### config.mk
export PLATFORM = sky130hd
export DESIGN_NAME = ar_channel_decoder_n
export DESIGN_NICKNAME = d
export VERILOG_FILES = /design/src/rtl/ar_channel_decoder_n.sv
export SDC_FILE = /design/constraint.sdc
export NUM_CORES = 1
export LEC_CHECK = 0
export BUFFER_PORTS_ARGS = -buffer_cell sky130_fd_sc_hd__buf_4
export CORE_UTILIZATION = 46
export DETAILED_ROUTE_END_ITERATION = 8
export PLACE_DENSITY = 0.88
export SLEW_MARGIN = 20
export SYNTH_ARGS = -nofsm -noshare
export SYNTH_HDL_FRONTEND = slang
export SYNTH_SLANG_ARGS = --single-unit
### constraint.sdc
create_clock -name ACLK -period 2.6 [get_ports ACLK]
set_input_delay 0.52 -clock ACLK [delete_from_list [all_inputs] [get_ports ACLK]]
set_output_delay 0.52 -clock ACLK [all_outputs]
set_load 0.005 [all_outputs]
### src/rtl/ar_channel_decoder_n.sv
// ar_channel_decoder_n: registered AXI4 read-address decoder routing one held AR beat
// to a slave port or a DECERR responder, with single-path outstanding tracking.
module ar_channel_decoder_n #(
  parameter int NUM_SLAVES = 4,
  parameter int MASTER_ID_W = 1,
  parameter int ADDR_W = 32,
  parameter int LEN_W = 8,
  parameter int SEL_W = $clog2(NUM_SLAVES),
  parameter logic [NUM_SLAVES-1:0] SLAVE_EN = '1,
  parameter int MAX_OUT = 4
) (
  input  logic                   ACLK,
  input  logic                   ARESET,
  input  logic [MASTER_ID_W-1:0] m_arid,
  input  logic [ADDR_W-1:0]      m_araddr,
  input  logic [LEN_W-1:0]       m_arlen,
  input  logic [2:0]             m_arsize,
  input  logic [1:0]             m_arburst,
  input  logic [1:0]             m_arlock,
  input  logic [3:0]             m_arcache,
  input  logic [2:0]             m_arprot,
  input  logic [3:0]             m_arqos,
  input  logic [3:0]             m_arregion,
  input  logic                   m_arvalid,
  output logic                   m_arready,
  output logic [MASTER_ID_W-1:0] ar_id,
  output logic [ADDR_W-1:0]      ar_addr,
  output logic [LEN_W-1:0]       ar_len,
  output logic [2:0]             ar_size,
  output logic [1:0]             ar_burst,
  output logic [1:0]             ar_lock,
  output logic [3:0]             ar_cache,
  output logic [2:0]             ar_prot,
  output logic [3:0]             ar_qos,
  output logic [3:0]             ar_region,
  output logic [NUM_SLAVES-1:0]  s_arvalid,
  input  logic [NUM_SLAVES-1:0]  s_arready,
  output logic                   decerr_valid,
  input  logic                   decerr_ready,
  output logic                   sel_push,
  output logic [NUM_SLAVES:0]    sel_onehot,
  input  logic                   r_done,
  output logic [3:0]             out_cnt
);
  localparam int PW = $clog2(NUM_SLAVES + 1);
  localparam logic [PW-1:0] ERR = PW'(NUM_SLAVES);
  localparam int PL_W = MASTER_ID_W + ADDR_W + LEN_W + 22;
  logic [SEL_W-1:0] idx;
  logic [2**SEL_W-1:0] en_ext;
  logic [PW-1:0] dec_path, cur_path_q;
  logic [NUM_SLAVES:0] rdy_ext, vld_ext;
  logic [PL_W-1:0] pl_q;
  logic hold_valid_q, hold_valid_d, blocked, issue, accept, rd;
  logic [3:0] out_cnt_q, out_cnt_d;
  assign idx = m_araddr[ADDR_W-1 -: SEL_W];
  always_comb begin
    en_ext = '0;
    en_ext[NUM_SLAVES-1:0] = SLAVE_EN;
  end
  // Unmapped or out-of-range regions go to DECERR; never fall back to slave 0.
  assign dec_path = (int'(idx) < NUM_SLAVES && en_ext[idx]) ? PW'(idx) : ERR;
  assign rdy_ext = {decerr_ready, s_arready};
  assign vld_ext = hold_valid_q ? (NUM_SLAVES+1)'(1) << cur_path_q : '0;
  assign issue = hold_valid_q & rdy_ext[cur_path_q];
  // Switching paths only after a full drain keeps R responses in order.
  assign blocked = (out_cnt_q == 4'(MAX_OUT)) | ((out_cnt_q != 4'd0) & (dec_path != cur_path_q));
  assign m_arready = ~ARESET & ~blocked & (~hold_valid_q | issue);
  assign accept = m_arvalid & m_arready;
  assign rd = r_done & (out_cnt_q != 4'd0);
  assign hold_valid_d = accept | (hold_valid_q & ~issue);
  assign out_cnt_d = out_cnt_q + 4'(accept & ~rd) - 4'(rd & ~accept);
  always_ff @(posedge ACLK) begin
    if (ARESET) begin
      hold_valid_q <= 1'b0;
      cur_path_q <= '0;
      out_cnt_q <= '0;
      pl_q <= '0;
    end else begin
      hold_valid_q <= hold_valid_d;
      out_cnt_q <= out_cnt_d;
      if (accept) begin
        cur_path_q <= dec_path;
        pl_q <= {m_arid, m_araddr, m_arlen, m_arsize, m_arburst, m_arlock, m_arcache, m_arprot, m_arqos, m_arregion};
      end
    end
  end
  assign {ar_id, ar_addr, ar_len, ar_size, ar_burst, ar_lock, ar_cache, ar_prot, ar_qos, ar_region} = pl_q;
  assign s_arvalid = vld_ext[NUM_SLAVES-1:0];
  assign decerr_valid = vld_ext[NUM_SLAVES];
  assign sel_push = issue;
  assign sel_onehot = issue ? (NUM_SLAVES+1)'(1) << cur_path_q : '0;
  assign out_cnt = out_cnt_q;
endmodule

Word-level counts from Yosys, hierarchy flattened
Index checks and enable logic that the tools add are counted.
- register bits after elaboration: 71
- input port bits: 72
- output and inout bits: 79
- logic and storage cells: 37
- add/sub/neg operators: 2
- magnitude comparators: 2
- eq/ne operators: 2
- shift operators: 1
- multiplexer cells: 7
- bitwise gates (word level): 18
- reductions and logical operators: 1
- operator list (cell ; number):
    2-to-1 mux 5 bit ; 2
    AND 1 x 4 -> 4 bit ; 2
    inverter 1 -> 4 bit ; 2
    AND 1 bit ; 7
    << shifter 1 x 3 -> 5 bit (first input constant) ; 1
    adder 4 bit ; 1
    == test 4 x 3 -> 1 bit (second input constant) ; 1
    < comparator 3 x 4 -> 1 bit (second input constant) ; 1
    inverter 1 bit ; 4
    nonzero test 4 bit ; 1
    subtractor 4 bit ; 1
    binary-select mux 1 bit (select 3 bit) ; 1
    < comparator 2 x 3 -> 1 bit (second input constant) ; 1
    2-to-1 mux 3 bit ; 1
    != test 3 bit ; 1
    OR 1 bit ; 3
    binary-select mux 1 bit (select 2 bit) ; 1
    2-to-1 mux 1 bit ; 2

Longest topological paths before layout
Gate-level depths: netlist of the first run.
- word-level depth: 13
- gate-level depth with buffers: 12
- mapped depth without buffers: 11

Worst setup path before layout of the first run
No wires, ideal clock.
- kind: in2reg
- from: input s_arready[1]
- to: register out_cnt_q[1], in the netlist out_cnt[1]
- setup time: 0.128 ns
- arrival: 2.279 ns
- required time: 2.472 ns
- slack: 0.193 ns
- stages on the path: 9
- path buffers: 1
- cell sequence: mux2_4 > o22a_4 > nand4b_4 > buf_4 > ha_1 > inv_1 > ha_1 > fa_1 > nor2b_1
- longest elaborated chain between the ends: 9
- RTL lines (item ; line ; RTL):
    start, declared ; 37 ; input logic [NUM_SLAVES-1:0] s_arready,
    binary-select mux 1 bit (select 3 bit) * ; 64 ; assign issue = hold_valid_q & rdy_ext[cur_path_q];
    2-to-1 mux 1 bit (not written as such) * ; 64 ;
    AND 1 bit * ; 64 ;
    OR 1 bit * ; 67 ; assign m_arready = ~ARESET & ~blocked & (~hold_valid_q | issue);
    AND 1 bit * ; 67 ;
    AND 1 bit * ; 68 ; assign accept = m_arvalid & m_arready;
    AND 1 x 4 -> 4 bit / inverter 1 -> 4 bit (equally long branches) ; 71 ; assign out_cnt_d = out_cnt_q + 4'(accept & ~rd) - 4'(rd & ~accept);
    adder 4 bit / AND 1 x 4 -> 4 bit (equally long branches) ; 71 ;
    subtractor 4 bit * ; 71 ;
    named net out_cnt_d[1] ; 54 ; logic [3:0] out_cnt_q, out_cnt_d;
    end signal, assigned ; 80 ; out_cnt_q <= out_cnt_d;
    end, declared ; 54 ;
The timed path passes the listed nets; every way through them passes the cells marked *. The select of a mux whose other input is x is not followed.
A chain may end at the register's enable or synchronous reset.

Worst setup path after layout of the first run
- from: register cur_path_q[0]
- to: register out_cnt_q[2], in the netlist out_cnt[2]
- longest elaborated chain between the ends: 10
- RTL lines (item ; line ; RTL):
    start, declared ; 50 ; logic [PW-1:0] dec_path, cur_path_q;
    start signal, assigned ; 82 ; cur_path_q <= dec_path;
    parallel branches: the longest is 5 deep, another holds binary-select mux 1 bit (select 3 bit) ; - ;
    AND 1 bit * ; 67 ;
    AND 1 bit * ; 68 ;
    AND 1 x 4 -> 4 bit / inverter 1 -> 4 bit (equally long branches) ; 71 ;
    adder 4 bit / AND 1 x 4 -> 4 bit (equally long branches) ; 71 ;
    subtractor 4 bit * ; 71 ;
Mark *: on every way between the ends. The select of a mux whose other input is x is not followed.

==> results.toml, run 1 <==
[outcome]
status = "finished clean"

[cells_and_area]
layout.nets = 481
seqCellArea_mm2 = 0.00136
fin_util_pct = 66.3
syn2layout_area_growth_pct = 40.1
postLayoutCellArea_mm2 = 0.00448
drive_gt1_share_pct = 56.8
diodes = 0
num-fill-cells = 538
multi_input_area_mm2 = 0.00163

[drt]
drc = 0
postRouteAntennaNets = 0
firstDrtPassIters = 4
drt_iter0_markers = 62
num_vias = 2318
drt_wl_total_um = 6590
route.detailed.wl_per_inst_um = 13.5
vias_per_cell = 4.76

[power]
ir_drop_mv = 0.415
p_seq_share_pct = 37.6
intPower_mw = 2.84
power.net_switching_mw = 1.04
pwr-share-comb_pct = 37.6
swShare_pct = 26.8
power_density_mw_per_mm2 = 867
power.leakage_nw = 2.28
p_clk_share_pct = 24.8

[worst_setup_path]
critical_path_class = "flip-flop to flip-flop"
cp-start-kind = "flip-flop"
crit_top_cell = "ha_1"
endpoint_kind = "flip-flop"
worstPathArrival_ns = 2.50
path_cells = "nand2b_1, o22a_4, nand4b_4, ha_1, inv_1, ha_1, fa_1, xnor2_1, nor2_1"
critPathSlowestCell = "dfxtp_1"
r2r_start = "cur_path_q[0]"
crit_fanout = 10
max_stage_delay_ns = 0.52
worst_ep_required_time_ns = 2.79
cp-startpoint = "cur_path_q[0]"

[grt]
use_met3_pct = 5.74
grt_pass1_vias = 2369
grt-ovfl-total = 0
top_usage_layer = "met2"
track_usage_pct = 18.4
grt_pass1_wl_um = 10700
use_met2_pct = 31.5
met1_usage_pct = 21.1
grt_antenna_before_repair = 0
grt_max_degree = 69

[placed_design]
dpl_cell_area_mm2 = 0.00426
dp_hpwl_um = 4680
place_ws_ns = 0.115
port_buffers = 147
gp_congestion = 0.689

[sta]
setup_viol = 0
rsz0062_at_grt = "no"
final_hold_viol_count = 0
slew_viol_final = 0
worstMarginPinSlew_ns = 0.688
tns_ns = 0
period_minus_slack_ns = 2.31
layout_setup_ws_ns = 0.289
period_share_pct = 88.9
slew_headroom_pct = 54.2
fmax_mhz = 433
fin_skew_ns = 0.0123

[cts]
clk_latency_ns = 0.33
cts_buffers = 9
cts_tree = "done"
ctsResizeCount = 0
h-tree-depth = 3
clk_pin_slew_ns = 0.08
postCtsHoldBufs = 0
cts_root_buf = "clkbuf_8"
cts_sinks = 68
cts_buffer_depth = 2
postCtsSetupBuffers = 0

[floorplanning]
io-pin-count = 151
rows = 30
core_area_mm2 = 0.00676
die_h_um = 85.4
initial_core_util_pct = 47.3
die-area_mm2 = 0.00729
die_x_um = 85.4

[run]
maxCapViolCount = 0

[synth]
synth-edff-count = 0
synth_warnings = 0
ys_seq_area_share_pct = 42.6
syn_avg_cell_area_um2 = 12.4
async_flop_share_pct = 0
yosys-top-cells-area = "dfxtp_1, mux2_4, nor2b_1, mux2_2, buf_12"
synthFlopType = "dfxtp_1"
yosys.area.top_type = "dfxtp_1"
ys_types = 28
synth_cells = 258
synth_area_mm2 = 0.00320
synth-seq-cells = 68
yosysTopAreaCellShare_pct = 42.6

[min_path]
hold_class = "input pin to flip-flop"
hp-start = "m_araddr[3]"
-- cells in the mapped netlist (2+ instances only) --
cell type,number
a21oi_1,3
xnor2_1,4
buf_4,3
buf_12,6
nor3b_1,2
clkbuf_1,7
ha_1,6
nor2_1,8
inv_1,6
nor2b_1,65
and3_1,2
mux2_4,51
mux2_2,13
dfxtp_1,68
-- layout by cell type (no fill, tap or decap), drive strengths merged, types with 2 or more instances in the layout --
cell type  netlist  final
buf             11    150
nor3b            2      2
and3             2      2
inv              6      7
conb             1      2
ha               6      6
nor2             8      8
dfxtp           68     68
a21oi            3      3
xnor2            4      4
clkinvlp         0      2
nor2b           65     65
clkbuf           7     11
mux2            65     65
bufinv           0      2
-- power by group through the flow --
stage	clock [mW]	sequential, mW	combinational (mW)
final	0.963	1.46	1.46
after global routing	1.05	1.49	1.59
after CTS	0.995	1.46	1.48
after detailed placement	0	1.48	1.47
after global placement	0	1.47	1.43
after floorplan	0	1.48	0.927
-- layer usage --
metal,share of wire [%],routed length [um]
met5,0,0
met4,1.2,76
met3,7.7,510
met2,49,3250
met1,42,2750
-- cells by family after synthesis --
| kind of cell | after synthesis | synth area share (%) |
|---|---|---|
| AO/OA/AOI/OAI | 7 | 1.72 |
| AND/OR/NAND/NOR | 81 | 15.8 |
| other | 1 | 0.117 |
| multiplexers | 66 | 29.2 |
| XOR/XNOR | 4 | 1.10 |
| buffers and inverters | 24 | 6.49 |
| flip-flops | 68 | 42.6 |
| adder cells (fa/ha/maj) | 7 | 2.97 |
-- worst max-delay path: cells and delay by family (launching register included) --
| kind | cells | cell delay (ns) |
|---|---|---|
| flip-flops | 1 | 0.52 |
| AO/OA/AOI/OAI | 1 | 0.18 |
| XOR/XNOR | 1 | 0.16 |
| buffers and inverters | 1 | 0.04 |
| AND/OR/NAND/NOR | 3 | 0.38 |
| adder cells (fa/ha/maj) | 3 | 0.89 |
-- final timing paths --
| path | end | slack (ns) | cells after the start |
|---|---|---|---|
| setup reg to reg | out_cnt[2] | 0.29 | 9 |
| hold / removal | pl_q[33] | 0.41 | 2 |
| hold reg to reg | pl_q[57] | 0.61 | 2 |
| setup / recovery | out_cnt[2] | 0.29 | 9 |
-- per-stage QoR --
| stage | hold slack [ns] | instances | power (mW) |
|---|---|---|---|
| 2_1_floorplan | 0.591 | 259 | 2.40 |
| 3_3_place_gp | 0.579 | 471 | 2.90 |
| 3_5_place_dp | 0.596 | 471 | 2.95 |
| 4_1_cts | 0.392 | 487 | 3.93 |
| 5_1_grt | 0.387 | 487 | 4.13 |
| 6_report | 0.410 | 487 | 3.88 |
-- final cells by class --
type                            count  area share (%)
Multi-Input combinational cell    167            36.4
Sequential cell                    68            30.4
Clock inverter                      5            1.87
Tap cell                           80            2.23
Timing Repair Buffer              150            25.4
Inverter                            6           0.503
Clock buffer                       11            3.16
-- registers in the layout, summed over array words and instances (netlist names) --
name          cells
pl_q             61
cur_path_q        2
out_cnt           4
hold_valid_q      1
No activity file was read; power rests on OpenSTA's default activity.
==> inputs of run 2 (changes only) <==
--- a/config.mk
+++ b/config.mk
@@ -6,9 +6,12 @@
 export NUM_CORES = 1
 export LEC_CHECK = 0
 export BUFFER_PORTS_ARGS = -buffer_cell sky130_fd_sc_hd__buf_4
+export CAP_MARGIN = 20
 export CORE_UTILIZATION = 46
+export CTS_CLUSTER_DIAMETER = 60
 export DETAILED_ROUTE_END_ITERATION = 8
 export PLACE_DENSITY = 0.88
+export SETUP_SLACK_MARGIN = 0.3
 export SLEW_MARGIN = 20
 export SYNTH_ARGS = -nofsm -noshare
 export SYNTH_HDL_FRONTEND = slang
==> results.toml, run 2 (same netlist as run 1, synthesis figures left out) <==
[worst_setup_path]
path_cells = "nor2_1, a22oi_2, nand4b_4, ha_4, inv_2, ha_4, fa_1, xnor2_1, nor2_1"
crit_fanout = 3
cp-start-kind = "flip-flop"
critPathSlowestCell = "fa_1"
endpoint_kind = "flip-flop"
r2r-end = "out_cnt[2]"
critical_path_class = "flip-flop to flip-flop"
worstPathArrival_ns = 2.36
worst_ep_required_time_ns = 2.78
max_stage_delay_ns = 0.40
r2r_start = "out_cnt[0]"
rrSetupSlack_ns = 0.41
reg2reg_depth = 9

[floorplanning]
die_x_um = 85.4
io-pin-count = 151
initial_core_util_pct = 47.3
core_area_mm2 = 0.00676
rows = 30
die-area_mm2 = 0.00729
die_h_um = 85.4

[sta]
tns_ns = 0
fin_skew_ns = 0.0113
setup_viol = 0
period_minus_slack_ns = 2.19
final_hold_viol_count = 0
slew_headroom_pct = 53.4
fmax_mhz = 457
slew_viol_final = 0
rsz0062_at_grt = "yes"
period_share_pct = 84.1
worstMarginPinSlew_ns = 0.699

[min_path]
holdPathEnd = "pl_q[16]"
hold_depth = 2
hold_class = "input pin to flip-flop"
hp-start = "m_arlock[1]"

[power]
p_total_mw = 3.93
power.leakage_nw = 2.29
ir_drop_mv = 0.477
power_density_mw_per_mm2 = 868

[drt]
postRouteAntennaNets = 0
route.detailed.wl_per_inst_um = 14.2
drc = 0
drt_wl_total_um = 6920
firstDrtPassIters = 5
vias_per_cell = 4.68
num_vias = 2283
drt_iter0_markers = 56

[run]
maxCapViolCount = 0

[grt]
grt_antenna_before_repair = 0
grt_pass1_vias = 2334
track_usage_pct = 19.2
grt-ovfl-total = 0
grt_max_degree = 69
grt_pass1_wl_um = 11100

[cts]
cts_sinks = 68
postCtsHoldBufs = 0
cts_buffers = 9
cts_buffer_depth = 2
h-tree-depth = 3
cts_tree = "done"
cts_root_buf = "clkbuf_8"
clk_pin_slew_ns = 0.08
clk_latency_ns = 0.33

[cells_and_area]
num-fill-cells = 529
multi_input_area_mm2 = 0.00167
regMostFlops = "pl_q"
diodes = 0
final_cell_mix = "buf_4, dfxtp_1, nor2b_1"
layout.nets = 482
drive_gt1_share_pct = 59.1
largest_register_ffs = 61
final_common_cell = "buf_4"
seqCellArea_mm2 = 0.00137
syn2layout_area_growth_pct = 41.4

[placed_design]
dp_hpwl_um = 4840
port_buffers = 147
gp_congestion = 0.793

[outcome]
status = "finished clean"
==> run 2: timing repair <==
item                       in CTS  in global routing
pin swaps                       0                  2
buffers inserted                0                  2
setup endpoints to repair       8                  4
gates resized for setup         1                  5
==> run 2: worst max-delay path, delay by kind of cell (launching register included) <==
family | cells | cell delay (ns)
adders and majority gates | 3 | 0.84
DFF | 1 | 0.36
xor gates and xnor gates | 1 | 0.14
and+or+nand+nor | 3 | 0.53
buffers and inverters | 1 | 0.03
AOI/OAI and AO/OA | 1 | 0.14
==> run 2: area by class of cell <==
class	instances	share of cell area, %
clock buffer	10	2.82
clock inverter	6	1.96
inverter	6	0.498
multi-input combinational	167	37.0
sequential	68	30.2
tap	80	2.21
timing repair buffer	151	25.3
==> run 2: power breakdown <==
group	switching [mW]	internal, mW
clock network	0.393	0.540
logic	0.533	0.992
registers	0.151	1.32
total	1.08	2.85
==> run 2: per-layer routing <==
metal	vias up	share of wire, %	GRT usage [%]
li1	1136	-	-
met1	1045	42	23.5
met2	90	50	33.4
met3	12	5.9	4.18
met4	0	1.7	6.52
met5	-	0	0
==> run 2: how the worst max path moves through the flow <==
stage,start,end,slack [ns],cells after the start
2_1_floorplan,s_arready[1],out_cnt[1],0.30,9
3_3_place_gp,s_arready[1],out_cnt[3],0.27,11
3_5_place_dp,s_arready[1],out_cnt[3],0.21,11
4_1_cts,cur_path_q[0],out_cnt[2],0.31,9
5_1_grt,out_cnt[0],out_cnt[2],0.27,9
6_report,out_cnt[0],out_cnt[2],0.41,9
==> run 2: metrics by stage <==
step           hold slack, ns  std cells  setup slack [ns]  area [um^2]  util (%)
2_1_floorplan           0.591        259             0.298         3240         -
3_3_place_gp            0.579        470             0.270         4280      63.4
3_5_place_dp            0.591        470             0.210         4280      63.4
4_1_cts                 0.399        486             0.307         4500      66.6
5_1_grt                 0.397        488             0.268         4520      66.9
6_report                0.413        488             0.413         4520      66.9
